## config.mk

```make
export PLATFORM = sky130hd
export DESIGN_NAME = fma_write_buffer
export DESIGN_NICKNAME = d
export VERILOG_FILES = /design/src/rtl/gpu_pkg.sv /design/src/rtl/line_fifo.sv /design/src/rtl/fma_write_buffer.sv
export SDC_FILE = /design/constraint.sdc
export NUM_CORES = 1
export LEC_CHECK = 0
export ABC_AREA = 1
export CELL_PAD_IN_SITES_DETAIL_PLACEMENT = 1
export CELL_PAD_IN_SITES_GLOBAL_PLACEMENT = 1
export CORE_UTILIZATION = 42
export DETAILED_ROUTE_END_ITERATION = 10
export GPL_TIMING_DRIVEN = 0
export PLACE_DENSITY_LB_ADDON = 0.1
export SETUP_SLACK_MARGIN = 0.5
export SKIP_CTS_REPAIR_TIMING = 1
export SLEW_MARGIN = 20
export SYNTH_ARGS = -nofsm -noshare
export SYNTH_HDL_FRONTEND = slang
export SYNTH_SLANG_ARGS = --single-unit
export TNS_END_PERCENT = 50
```

## constraint.sdc

```tcl
create_clock -name clk_in -period 4.2 [get_ports clk_in]
set_clock_uncertainty 0.15 [all_clocks]
set_input_delay 0.84 -clock clk_in [delete_from_list [all_inputs] [get_ports clk_in]]
set_output_delay 0.84 -clock clk_in [all_outputs]
set_load 0.1 [all_outputs]
```

## src/rtl/gpu_pkg.sv

```systemverilog
// Shared constants and line layout for the FMA write buffer and the data-cache memory block.
// Word k of a line is numbered from the MSB; FMA i owns words 3i (a), 3i+1 (b), 3i+2 (c).
package gpu_pkg;

  localparam int FMA_COUNT  = 2;
  localparam int WORD_WIDTH = 16;
  localparam int LINE_WIDTH = FMA_COUNT * 3 * WORD_WIDTH;
  localparam int FWB_DEPTH  = 4;

  typedef logic [LINE_WIDTH-1:0] line_t;
  typedef logic [WORD_WIDTH-1:0] word_t;

  function automatic int word_lsb(input int k);
    return LINE_WIDTH - (k + 1) * WORD_WIDTH;
  endfunction

endpackage

```

## src/rtl/line_fifo.sv

```systemverilog
// Synchronous DEPTH x LINE_WIDTH FIFO with a registered head output.
// A push while full only lands when a pop frees the slot in the same cycle.
module line_fifo
  import gpu_pkg::*;
#(
  parameter int DEPTH = FWB_DEPTH
) (
  input  logic                       clk_in,
  input  logic                       rst_in,
  input  logic                       push,
  input  line_t                      push_data,
  input  logic                       pop,
  output line_t                      head,
  output logic [$clog2(DEPTH+1)-1:0] count,
  output logic                       full,
  output logic                       empty,
  output logic                       dropped
);

  localparam int PW = $clog2(DEPTH);
  localparam int CW = $clog2(DEPTH + 1);

  line_t          mem [DEPTH];
  logic [PW-1:0]  rd_ptr;
  logic [PW-1:0]  wr_ptr;
  logic [PW-1:0]  rd_next;
  logic           do_pop;
  logic           do_push;

  assign full    = (count == CW'(DEPTH));
  assign empty   = (count == '0);
  assign do_pop  = pop & ~empty;
  assign do_push = push & (~full | do_pop);
  assign dropped = push & ~do_push;
  assign rd_next = rd_ptr + 1'b1;

  always_ff @(posedge clk_in) begin
    if (do_push) begin
      mem[wr_ptr] <= push_data;
    end
  end

  always_ff @(posedge clk_in) begin
    if (!rst_in) begin
      rd_ptr <= '0;
      wr_ptr <= '0;
      count  <= '0;
      head   <= '0;
    end else begin
      if (do_push) wr_ptr <= wr_ptr + 1'b1;
      if (do_pop)  rd_ptr <= rd_next;
      case ({do_push, do_pop})
        2'b10:   count <= count + 1'b1;
        2'b01:   count <= count - 1'b1;
        default: count <= count;
      endcase
      // Head mirrors mem[rd_ptr]; refreshed here so outputs stay registered.
      if (do_pop) begin
        if (count > CW'(1))   head <= mem[rd_next];
        else if (do_push)     head <= push_data;
        else                  head <= '0;
      end else if (empty && do_push) begin
        head <= push_data;
      end
    end
  end

endmodule

```

## src/rtl/fma_write_buffer.sv

```systemverilog
// Packs one result per FMA lane into a memory line (c slots) and queues completed lines.
// Optional FWB_PARTIAL_FLUSH_EN adds flush_in to push a partially captured line.
module fma_write_buffer
  import gpu_pkg::*;
#(
  parameter int DEPTH = FWB_DEPTH
) (
  input  logic                              clk_in,
  input  logic                              rst_in,
  input  logic [FMA_COUNT*WORD_WIDTH-1:0]   fma_result_in,
  input  logic [FMA_COUNT-1:0]              fma_valid_in,
`ifdef FWB_PARTIAL_FLUSH_EN
  input  logic                              flush_in,
`endif
  output logic [LINE_WIDTH-1:0]             write_buffer_read_out,
  output logic                              write_buffer_valid_out,
  input  logic                              write_buffer_ack_in,
  output logic [$clog2(DEPTH+1)-1:0]        count_out,
  output logic                              lane_conflict_out,
  output logic                              overflow_out
);

  // Handshake: the head line is offered while write_buffer_valid_out is high and
  // held stable until write_buffer_ack_in is seen at a clock edge, which pops it.

  logic [FMA_COUNT-1:0] mask;
  logic [FMA_COUNT-1:0] accept;
  logic [FMA_COUNT-1:0] next_mask;
  word_t                cap [FMA_COUNT];
  word_t                lane_word [FMA_COUNT];
  line_t                packed_line;
  logic                 flush_go;
  logic                 push_line;
  logic                 fifo_full;
  logic                 fifo_empty;
  logic                 fifo_dropped;
  line_t                fifo_head;

  assign accept    = fma_valid_in & ~mask;
  assign next_mask = mask | accept;

`ifdef FWB_PARTIAL_FLUSH_EN
  assign flush_go = flush_in && (mask != '0);
`else
  assign flush_go = 1'b0;
`endif

  assign push_line = (&next_mask) | flush_go;

  // Lanes not yet captured contribute zero, which matters for partial flushes.
  always_comb begin
    packed_line = '0;
    for (int i = 0; i < FMA_COUNT; i++) begin
      lane_word[i] = '0;
      if (accept[i])    lane_word[i] = fma_result_in[i*WORD_WIDTH +: WORD_WIDTH];
      else if (mask[i]) lane_word[i] = cap[i];
      packed_line[word_lsb(3*i+2) +: WORD_WIDTH] = lane_word[i];
    end
  end

  always_ff @(posedge clk_in) begin
    if (!rst_in) begin
      mask              <= '0;
      lane_conflict_out <= 1'b0;
      overflow_out      <= 1'b0;
      for (int i = 0; i < FMA_COUNT; i++) cap[i] <= '0;
    end else begin
      if (|(fma_valid_in & mask)) lane_conflict_out <= 1'b1;
      if (fifo_dropped)           overflow_out      <= 1'b1;
      mask <= push_line ? '0 : next_mask;
      for (int i = 0; i < FMA_COUNT; i++) begin
        if (accept[i]) cap[i] <= fma_result_in[i*WORD_WIDTH +: WORD_WIDTH];
      end
    end
  end

  line_fifo #(.DEPTH(DEPTH)) u_fifo (
    .clk_in    (clk_in),
    .rst_in    (rst_in),
    .push      (push_line),
    .push_data (packed_line),
    .pop       (write_buffer_ack_in),
    .head      (fifo_head),
    .count     (count_out),
    .full      (fifo_full),
    .empty     (fifo_empty),
    .dropped   (fifo_dropped)
  );

  assign write_buffer_read_out  = fifo_head;
  assign write_buffer_valid_out = ~fifo_empty;

endmodule
```

# Word level (Yosys, flattened, before mapping)
# Memory sizes are Yosys's and may differ from the RTL's.
# Index checks and enable logic that the tools add are counted.
# word_totals
ff_bits	107
mem_bits_rw	160
input_bits	37
word_cells	58
mem_count	2
# op_classes
n_addsub	4
magnitude_cmp	1
eq_ne	3
muxes	20
n_bitwise	14
n_reduce_logical	7
# mem_list
name	words	word_bits	read_ports	rd_clocked_by_memory_dff	wr	line_no	rtl
u_fifo.mem	4	32	1	0	1	line_fifo.sv:23	line_t mem [DEPTH];
cap	2	16	2	0	2	fma_write_buffer.sv:29	word_t cap [FMA_COUNT];
# ops
cell	count
2-to-1 mux 96 bit	3
2-to-1 mux 16 bit	6
2-to-1 mux 64 bit	1
2-to-1 mux 1 bit	9
one-hot mux 3 bit (2 select lines)	1
adder 2 x 1 -> 2 bit, second input constant	2
bitwise AND 2 bit	2
inverter 1 bit	4
nonzero test 2 bit	2
OR reduction 2 bit	2
adder 3 x 1 -> 3 bit, second input constant	1
bitwise AND 1 bit	3
equality test 3 bit, second input constant	1
> comparator 3 x 1 -> 1 bit, second input constant	1
logical NOT 3 bit	1
bitwise OR 1 bit	3
subtractor 3 x 1 -> 3 bit, second input constant	1
equality test 2 x 1 -> 1 bit, second input constant	1
equality test 2 bit, second input constant	1
inverter 2 bit	1
bitwise OR 2 bit	1
AND reduction 2 bit	1
logical AND 1 bit	1

# Logic depth before layout (Yosys ltp)
# Gate-level depths: netlist of run 1.
# depth
ltp_word	8
ltp_mapped	12
ltp_nobuf	10

# By module
# A second synthesis of run 1 with hierarchy kept.
# hier_totals
hier_cells	2429
hier_area_um2	22900.7
# by_module_without_submodules
mod	instances	cells_per_inst	area_per_inst_um2	seq_area_each_um2
line_fifo	1	2227	20905.0	13593.0
fma_write_buffer	1	202	1995.7	1041.0

# Worst setup path before layout of run 1
# No wires, ideal clock.
# synth_path
path_type	register -> register
startpoint	register u_fifo.count[0]
endpoint	memory u_fifo.mem[0][0] (netlist bit) (enable)
setup_time_ns	0.421
arrival_time_ns	3.124
required_ns	3.629
slack_ns	0.505
path_stages_with_launch	6
synth_period_minus_slack_ns	3.695
path_cell_list	dfxtp_1 inv_1 ha_1 nand3_1 nand3_2 nor2_1
# synth_between
elab_chain_cells	7
word_cells_on_any_way	9
cone_classes	eq/ne (1); mux (2); bitwise (5); reduce/logical (1)
# synth_rtl
element	line_no	rtl
start, declared	line_fifo.sv:14	output logic [$clog2(DEPTH+1)-1:0] count,
start signal, assigned	line_fifo.sv:53	2'b10: count <= count + 1'b1;
start signal, assigned	line_fifo.sv:54	2'b01: count <= count - 1'b1;
start signal, assigned	line_fifo.sv:55	default: count <= count;
logical NOT 3 bit	line_fifo.sv:31	assign empty = (count == '0);
inverter 1 bit	line_fifo.sv:32	assign do_pop = pop & ~empty;
bitwise AND 1 bit	line_fifo.sv:32	
bitwise OR 1 bit *	line_fifo.sv:33	assign do_push = push & (~full | do_pop);
bitwise AND 1 bit *	line_fifo.sv:33	
2-to-1 mux 1 bit *	line_fifo.sv:38	if (do_push) begin
2-to-1 mux 1 bit (not written as such) *	line_fifo.sv:39	mem[wr_ptr] <= push_data;
end, declared	line_fifo.sv:23	
# Mark *: on every way between the ends. The rest lies on a longest branch, timed or not.

# Final worst setup path of run 1
# layout_path
startpoint	register u_fifo.count[1]
endpoint	output write_buffer_valid_out
# layout_between
elab_chain_cells	2
# layout_rtl
element	line_no	rtl
logical NOT 3 bit	line_fifo.sv:31	
inverter 1 bit	fma_write_buffer.sv:91	assign write_buffer_valid_out = ~fifo_empty;
end, declared	fma_write_buffer.sv:16	output logic write_buffer_valid_out,
# No other way between the ends.

==> results.md, run 1 <==
* Net Sw Power at 3570 µW
* Crit path DAT at 2.49 ns
* Nets at 1,319
* Combinational power share at 0.453
* Gpl congestion at 0.792
* Rel. slew slack at 0.346
* CP peak stage delay at 1.16 ns
* FF+latch count, synth at 203
* Seq/Total Area, Yosys at 0.573
* HPWL Detailed at 17.8 mm
* Final Hold Fails at 0
* Clock-pin slew on the worst setup and hold paths at 0.06 ns
* Net Sw Frac at 0.442
* Remaining Overflow, GRT at 0
* Finished Layout Cells at 1,603
* Diode count at 0
* Post-Syn Area at 0.00989 mm²
* MaxCap Viol Count at 0
* Pint at 4510 µW
* Core area at 0.0228 mm²
* Unrepaired setup endpoints after global routing: false
* TritonCTS clock tree: yes
* Post-DRT Antenna Nets at 0
* DR iter-0 viols at 295
* Crit path max fanout at 4
* Vias post-DR at 7,420
* CTS sink cnt at 203
* Final setup TNS at 0 ns
* Wire per inst at 15.5 µm
* Die span in y at 155 µm
* Port Buffers at 71
* Die area at 0.0242 mm²
* CP cell instances: inv_1 > ha_1 > nand2_2 > clkdlybuf4s50_1
* Dominant cell type by area after synthesis: edfxtp_1
* Cells after Synth at 1,109
* Clk root buf: clkbuf_16
* CP Class: register to primary output
* Startpoint Class: register
* Status: finished clean
* Setup slack, reg-to-reg at 1.81 ns
* Layout cells sized above 1 at 0.139
* First-pass GRT wire length at 40.0 mm
* LEAKAGE at 0.00587 µW
* Post-synth cell types at 27
* Fin crit period at 3.48 ns
* Ports at 139
* Most frequent cells in the layout: nand2_1 (451), edfxtp_1 (160), inv_1 (109)
* Largest net degree at the start of global routing at 22
* Yosys warnings at 0
* Top-area cell type share of the netlist area at 0.486
* Critical Path Slowest Stage Cell: clkdlybuf4s50_1
* PD cells at 668 mW/mm²
* Routed wire length at 24.9 mm
* Max Root-Sink Buffers at 3
* Via/cell ratio at 4.63
* Gr usage total at 0.214
* Vias in the first global route at 7,488
* Die width at 155 µm
* Starting Density at 0.433
* Most common cell after layout, fill and taps aside: nand2_1
* Worst-Skew Late Latency at 0.50 ns
* Worst Setup End Kind: primary output
* Cts bufs inserted at 23
* Maximum clock frequency at 288 MHz
* Mapped Avg Cell Area at 8.92 µm²
* Clk network pwr share at 0.233
* Pre-antenna DRT Iters at 5
* Worst hold path class: register to register
* Initial antenna violation count at 1
* # rows at 55
* Leading post-synthesis cells by cell area: edfxtp_1 (49%), nand2_1 (17%), dfxtp_1 (8.7%)
* Slew @ Worst Pin at 0.978 ns
* Crit path required time at 3.21 ns
* Placed Instances at 1,562
* DR DRC count at 0
* Layout area overhead at 22.4%
* Fin. max-slew vios at 0
* Crit share post-route at 0.828
* Seq pwr share at 0.314
* Fillers at 2,717
* # setup viols final at 0
* Max VDD drop at 389 µV
* H-tree depth at 1
final timing paths:
check | startpoint | to | cells past startpoint
worst max-delay path | u_fifo.count[1]$_SDFFE_PN0P_ | write_buffer_valid_out | 4
worst min-delay path | overflow_out$_SDFFE_PN0P_ | overflow_out$_SDFFE_PN0P_ | 2
worst max register to register | u_fifo.count[1]$_SDFFE_PN0P_ | u_fifo.mem[0][29]$_DFFE_PP_ | 6
worst min register to register | overflow_out$_SDFFE_PN0P_ | overflow_out$_SDFFE_PN0P_ | 2
cell type report:
class                      instances  area [µm²]  share of cell area
multi-input combinational        729        3200               0.264
tap                              313         392              0.0324
clock inverter                    12        86.3             0.00713
timing repair buffer              77         843              0.0697
inverter                         120         458              0.0378
clock buffer                      29         618              0.0511
buffer                           120         838              0.0693
sequential                       203        5670               0.468
state kept, by name, indices dropped and copies added, names as in the netlist, 2 cells and up:
register / cells
u_fifo.rd_ptr: 2
u_fifo.head: 32
u_fifo.count: 3
u_fifo.mem: 128
cap: 32
u_fifo.wr_ptr: 2
mask: 2
Yosys cell counts, drive strengths merged:
library cell,count
conb,1
nor2,42
edfxtp,160
buf,114
clkbuf,6
ha,8
inv,118
dfxtp,43
nand3,102
o21ai,10
xor2,1
nand3b,32
o22ai,2
a21oi,7
nand2,460
clkinv,2
a211oi,1
per-layer routing:
layer	global-route usage	wire, µm	vias up
li1	-	-	3712
met1	0.289	11500	3502
met2	0.364	11900	176
met3	0.0301	1170	28
met4	0.0504	365	2
met5	0	11	-
critical path: cells and delay by family, from the launching register on:
kind | cells | cell delay [ns]
flip-flops | 1 | 0.36
AND/OR/NAND/NOR | 1 | 0.13
adder cells (fa/ha/maj) | 1 | 0.24
buffers and inverters | 2 | 1.26
power groups by stage:
| stage | logic (µW) | clock network, µW | registers [µW] |
|---|---|---|---|
| floorplan | 1780 | 0 | 3560 |
| global placement | 3580 | 0 | 2580 |
| detailed placement | 3670 | 0 | 2580 |
| CTS | 3700 | 1930 | 2540 |
| global route | 3970 | 2000 | 2560 |
| finish | 3660 | 1880 | 2540 |
logic make-up after synthesis:
family | after synthesis | synth area share
other cells | 1 | 0.000379
compound gates | 20 | 0.0110
fa+ha+maj | 8 | 0.0101
buf+inv | 240 | 0.131
xor+xnor | 1 | 0.000886
simple gates | 636 | 0.274
flops | 203 | 0.573
through the flow:
step / hold WS [ns] / total power (µW) / util / setup slack, ns / instance area [µm²]
floorplan: 0.340 / 5340 / - / 0.505 / 10100
global placement: 0.309 / 6160 / 0.491 / -0.790 / 11200
detailed placement: 0.317 / 6250 / 0.499 / 1.02 / 11400
CTS: 0.335 / 8160 / 0.530 / 0.686 / 12100
global route: 0.372 / 8530 / 0.530 / 0.591 / 12100
finish: 0.334 / 8080 / 0.530 / 0.722 / 12100
No activity file was read; power rests on OpenSTA's default activity.
==> inputs of run 2 (changes only) <==
clock period = 3.28 ns   (was 4.2 ns; I/O delays follow)
==> results.md, run 2 (synthesis results as in run 1) <==
* Status: finished clean
* Post-DRT Antenna Nets at 0 (unchanged)
* # setup viols final at 0 (unchanged)
* Maximum clock frequency at 359 MHz
* CP delay by family, top: buffers and inverters
* Largest Register: u_fifo.mem
* Routed wire length at 27.0 mm (+8.6%)
* Vias post-DR at 7,677 (+3.5%)
* H-tree depth at 1 (unchanged)
* Clock-pin slew on the worst setup and hold paths at 0.06 ns (about the same)
* TritonCTS clock tree: yes
* Unrepaired setup endpoints after global routing: true
* Registers with the most flip-flops: u_fifo.mem (128), cap (32), u_fifo.head (32)
* Critical Path Slowest Stage Cell: clkdlybuf4s50_1
* Worst-Skew Late Latency at 0.52 ns (+0.02 ns)
* Crit path required time at 2.47 ns (-0.74 ns)
* Die area at 0.0242 mm² (unchanged)
* CTS sink cnt at 203 (unchanged)
* Most frequent cells in the layout: nand2_1 (451), edfxtp_1 (160), inv_1 (109)
* Clk root buf: clkbuf_16
* Slew @ Worst Pin at 1.00 ns (+0.0232 ns)
* Storage cell area at 0.00567 mm² (about the same)
* DR DRC count at 0 (unchanged)
* # rows at 55 (unchanged)
* HPWL Detailed at 18.1 mm (+1.5%)
* Placed Instances at 1,560 (-0.13%)
* Startpoint Class: register
* Ports at 139 (unchanged)
* Seq pwr share at 0.301 (-0.013)
* Multi-input combinational cell area at 0.00321 mm² (+0.20%)
* Largest net degree at the start of global routing at 33 (+50%)
* Layout cells sized above 1 at 0.143 (+0.00377)
* Wire per inst at 16.9 µm (+8.6%)
* Cts bufs inserted at 23 (unchanged)
* DR iter-0 viols at 402 (+36%)
* Most common cell after layout, fill and taps aside: nand2_1
* Fin crit period at 2.79 ns
* Remaining Overflow, GRT at 0 (unchanged)
* Fillers at 2,705 (-0.44%)
* Crit path DAT at 1.98 ns (-0.51 ns)
* LEAKAGE at 0.00620 µW (+5.7%)
* Rel. slew slack at 0.332 (-0.0141)
* Crit path max fanout at 2 (-2)
* Buf/Inv on CP at 1 (-1)
* Worst hold path class: register to register
* Fin. max-slew vios at 0 (unchanged)
* Net Sw Power at 4690 µW (+31%)
* Port Buffers at 71 (unchanged)
* MaxCap Viol Count at 0 (unchanged)
* PD cells at 884 mW/mm² (+32%)
* Clk network pwr share at 0.261 (+0.028)
* Net Sw Frac at 0.433 (-0.00875)
* Combinational power share at 0.438 (-0.015)
* Pint at 6140 µW (+36%)
* Die width at 155 µm (unchanged)
* First-pass GRT wire length at 42.3 mm (+5.6%)
* CP peak stage delay at 1.13 ns (-0.03 ns)
* Final setup TNS at 0 ns (unchanged)
* Nets at 1,319 (unchanged)
* CP cell instances: clkdlybuf4s50_1
* Final Hold Fails at 0 (unchanged)
* Gpl congestion at 0.772 (-2.6%)
* CP Class: register to primary output
* Die span in y at 155 µm (unchanged)
* Diode count at 0 (unchanged)
* Gr usage total at 0.229 (+0.0150)
* Initial antenna violation count at 0 (-1)
* Layout area overhead at 23.8%
* Worst Setup End Kind: primary output
* Core area at 0.0228 mm² (unchanged)
* Max VDD drop at 492 µV (+26%)
* Via/cell ratio at 4.79 (+3.4%)
* Vias in the first global route at 7,864 (+5.0%)
* Pre-antenna DRT Iters at 5 (unchanged)
* Finished Layout Cells at 1,604 (+0.062%)
* Max Root-Sink Buffers at 3 (unchanged)
* Crit share post-route at 0.850
* Starting Density at 0.433 (unchanged)
* Max FFs per register at 128 (unchanged)
run 2: final timing paths:
kind / start / end / slack, ns / cells after the start
max: u_fifo.head[54]$_SDFFE_PN0P_ / write_buffer_read_out[54] / 0.49 / 1
max reg2reg: u_fifo.count[0]$_SDFFE_PN0P_ / u_fifo.mem[1][22]$_DFFE_PP_ / 0.70 / 5
min reg2reg: overflow_out$_SDFFE_PN0P_ / overflow_out$_SDFFE_PN0P_ / 0.38 / 2
min: overflow_out$_SDFFE_PN0P_ / overflow_out$_SDFFE_PN0P_ / 0.38 / 2
run 2: cell type report:
type,count,area share
buffer,120,0.0685
tap,313,0.0320
multi-input combinational,730,0.262
timing repair buffer,76,0.0695
clock inverter,13,0.0180
clock buffer,29,0.0497
sequential,203,0.463
inverter,120,0.0374
run 2: power groups by stage:
| stage | clock network [µW] | logic, µW | registers, µW |
|---|---|---|---|
| final | 2820 | 4750 | 3260 |
| after global routing | 2970 | 5100 | 3300 |
| after CTS | 2870 | 4770 | 3270 |
| after detailed placement | 0 | 4740 | 3320 |
| after global placement | 0 | 4650 | 3310 |
| after floorplan | 0 | 2290 | 4560 |
run 2: metrics by stage:
step | power, µW | area, µm² | hold slack [ns] | setup WS, ns | util
after floorplan | 6850 | 10200 | 0.340 | 0.658 | -
after global placement | 7960 | 11300 | 0.361 | -0.393 | 0.493
after detailed placement | 8060 | 11300 | 0.365 | 0.00295 | 0.496
after CTS | 10900 | 12200 | 0.384 | -0.0876 | 0.532
after global routing | 11400 | 12200 | 0.392 | 0.459 | 0.536
final | 10800 | 12200 | 0.375 | 0.493 | 0.536
run 2: routing by layer:
layer | track usage | share of wire | vias to the layer above
met5 | 0 | 0 | -
li1 | - | - | 3712
met3 | 0.0267 | 0.054 | 30
met4 | 0.0612 | 0.017 | 0
met1 | 0.301 | 0.43 | 3728
met2 | 0.399 | 0.50 | 207
==> inputs of run 3 (changes only) <==
clock period = 2.6 ns   (was 3.28 ns; I/O delays follow)
==> results.md, run 3 (synthesis results as in run 1) <==
* Final instance area at 0.0120 mm² (-2.2%)
* Vias post-DR at 7,402 (-3.6%)
* Layout cells sized above 1 at 0.172 (+0.0291)
* Critical Path Slowest Stage Cell: buf_2
* Rel. slew slack at 0.310 (-0.0221)
* Initial antenna violation count at 0 (unchanged)
* Die area at 0.0242 mm² (unchanged)
* Port Buffers at 71 (unchanged)
* Crit path max fanout at 4 (+2)
* MaxCap Viol Count at 0 (unchanged)
* Worst Reg-to-Reg Cells at 5 (unchanged)
* Hold EP: lane_conflict_out$_SDFFE_PN0P_
* Startpoint Class: register
* Min-delay src: lane_conflict_out$_SDFFE_PN0P_
* Maximum clock frequency at 428 MHz
* Gpl congestion at 0.754 (-2.3%)
* Via/cell ratio at 4.62 (-3.4%)
* Routed wire length at 25.2 mm (-6.6%)
* Crit path DAT at 1.67 ns (-0.31 ns)
* Max FFs per register at 128 (unchanged)
* Die width at 155 µm (unchanged)
* Worst Setup End Kind: primary output
* LEAKAGE at 0.00591 µW (-4.7%)
* Most common cell after layout, fill and taps aside: nand2_1
* Slew @ Worst Pin at 1.03 ns (+0.0318 ns)
* Max VDD drop at 712 µV (+45%)
* Wire per inst at 15.8 µm (-6.5%)
* Final Hold Fails at 0 (unchanged)
* Status: finished clean
* PD cells at 1100 mW/mm² (+25%)
* CP peak stage delay at 0.44 ns (-0.69 ns)
* DR iter-0 viols at 331 (-18%)
* Pre-antenna DRT Iters at 4 (-1)
* Largest net degree at the start of global routing at 33 (unchanged)
* H-tree depth at 1 (unchanged)
* Worst-Skew Late Latency at 0.52 ns (about the same)
* Min-Delay Path Depth at 2 (unchanged)
* Ports at 139 (unchanged)
* Clock-pin slew on the worst setup and hold paths at 0.06 ns (about the same)
* Die span in y at 155 µm (unchanged)
* Crit share post-route at 0.898
* First-pass GRT wire length at 40.1 mm (-5.2%)
* TritonCTS clock tree: yes
* Worst r2r dst: u_fifo.mem[0][27]$_DFFE_PP_
* Gr usage total at 0.213 (-0.0158)
* Starting Density at 0.433 (unchanged)
* Clk root buf: clkbuf_16
* Unrepaired setup endpoints after global routing: true
* Hold_ws at 0.337 ns (-0.0385 ns)
* Diode count at 0 (unchanged)
* Cts bufs inserted at 23 (unchanged)
* Core area at 0.0228 mm² (unchanged)
* Cell area after placement at 0.0113 mm² (+0.11%)
* Post-DRT Antenna Nets at 0 (unchanged)
* Largest Register: u_fifo.mem
* Crit path required time at 1.93 ns (-0.54 ns)
* Layout area overhead at 21.1%
* # rows at 55 (unchanged)
* # setup viols final at 0 (unchanged)
* DR DRC count at 0 (unchanged)
* Fin crit period at 2.34 ns
* CP delay by family, top: buffers and inverters
* Remaining Overflow, GRT at 0 (unchanged)
* Fin. max-slew vios at 0 (unchanged)
* Nets at 1,316 (-0.23%)
* Most frequent cells in the layout: nand2_1 (451), edfxtp_1 (160), inv_1 (107)
* Setup slack, reg-to-reg at 0.35 ns (-0.35 ns)
* Worst hold path class: register to register
* Vias in the first global route at 7,639 (-2.9%)
* CTS sink cnt at 203 (unchanged)
* Finished Core Util at 0.524 (-0.0119)
* Registers with the most flip-flops: u_fifo.mem (128), cap (32), u_fifo.head (32)
* CP Class: register to primary output
* Max Root-Sink Buffers at 3 (unchanged)
* Buf/Inv on CP at 2 (+1)
* Tot Pwr at 13,200 µW (+22%)
* HPWL Detailed at 17.3 mm (-4.2%)
* CP cell instances: inv_4 > ha_4 > nand2_2 > buf_2
* Reg-to-Reg Start: mask[0]$_SDFF_PP0_
-- run 3: changes by cell type in the layout (fill, tap and decap cells not counted), moves of 3 or more --
cell and delta:
clkbuf_2 +36, dlymetal6s2s_1 -19, clkdlybuf4s50_1 -18, clkbuf_8 +4
bufinv_16 -3
-- run 3: final cells by class --
cell class              instances  area [µm²]
multi-input cells             729        3230
well taps                     313         392
clock inverters                 9         120
plain buffers                 120         838
repair buffers                 74         587
inverters                     120         463
flip-flops and latches        203        5670
clock buffers                  33         663
fillers                      2758       10900
-- run 3: routing by layer --
layer / up-vias / track usage / wire [µm]
met5: - / 0 / 0
li1: 3702 / - / -
met2: 187 / 0.372 / 12100
met3: 34 / 0.0231 / 1150
met4: 0 / 0.0537 / 465
met1: 3479 / 0.282 / 11500
-- run 3: worst max-delay path by stage --
stage	slack (ns)	cells past startpoint	end	startpoint
after floorplan	0.11	3	cap[0][0]$_SDFFCE_PN0P_	fma_valid_in[0]
after global placement	-0.69	3	cap[0][11]$_SDFFCE_PN0P_	rst_in
after detailed placement	-0.35	5	u_fifo.mem[2][11]$_DFFE_PP_	write_buffer_ack_in
after CTS	-0.46	4	write_buffer_valid_out	u_fifo.count[0]$_SDFFE_PN0P_
after global routing	0.20	5	u_fifo.mem[0][21]$_DFFE_PP_	write_buffer_ack_in
final	0.26	4	write_buffer_valid_out	u_fifo.count[0]$_SDFFE_PN0P_
-- run 3: worst min-delay path, cell delays in order, from the launching register on --
cell and delay [ns]:
dfxtp_1 0.32, o21ai_0 0.09, inv_1 0.05
-- run 3: through the flow --
stage	cells	TNS, ns	setup slack [ns]
global route	1601	0	0.201
CTS	1600	-2.87	-0.459
floorplan	1172	0	0.115
finish	1601	0	0.264
global placement	1556	-51.84	-0.695
detailed placement	1558	-28.69	-0.349
-- run 3: power breakdown --
part / internal [µW] / leakage (µW) / switching, µW
clock: 2060 / 0.000385 / 1310
sequential: 3960 / 0.00189 / 170
combinational: 1340 / 0.00363 / 4360
total: 7360 / 0.00591 / 5850
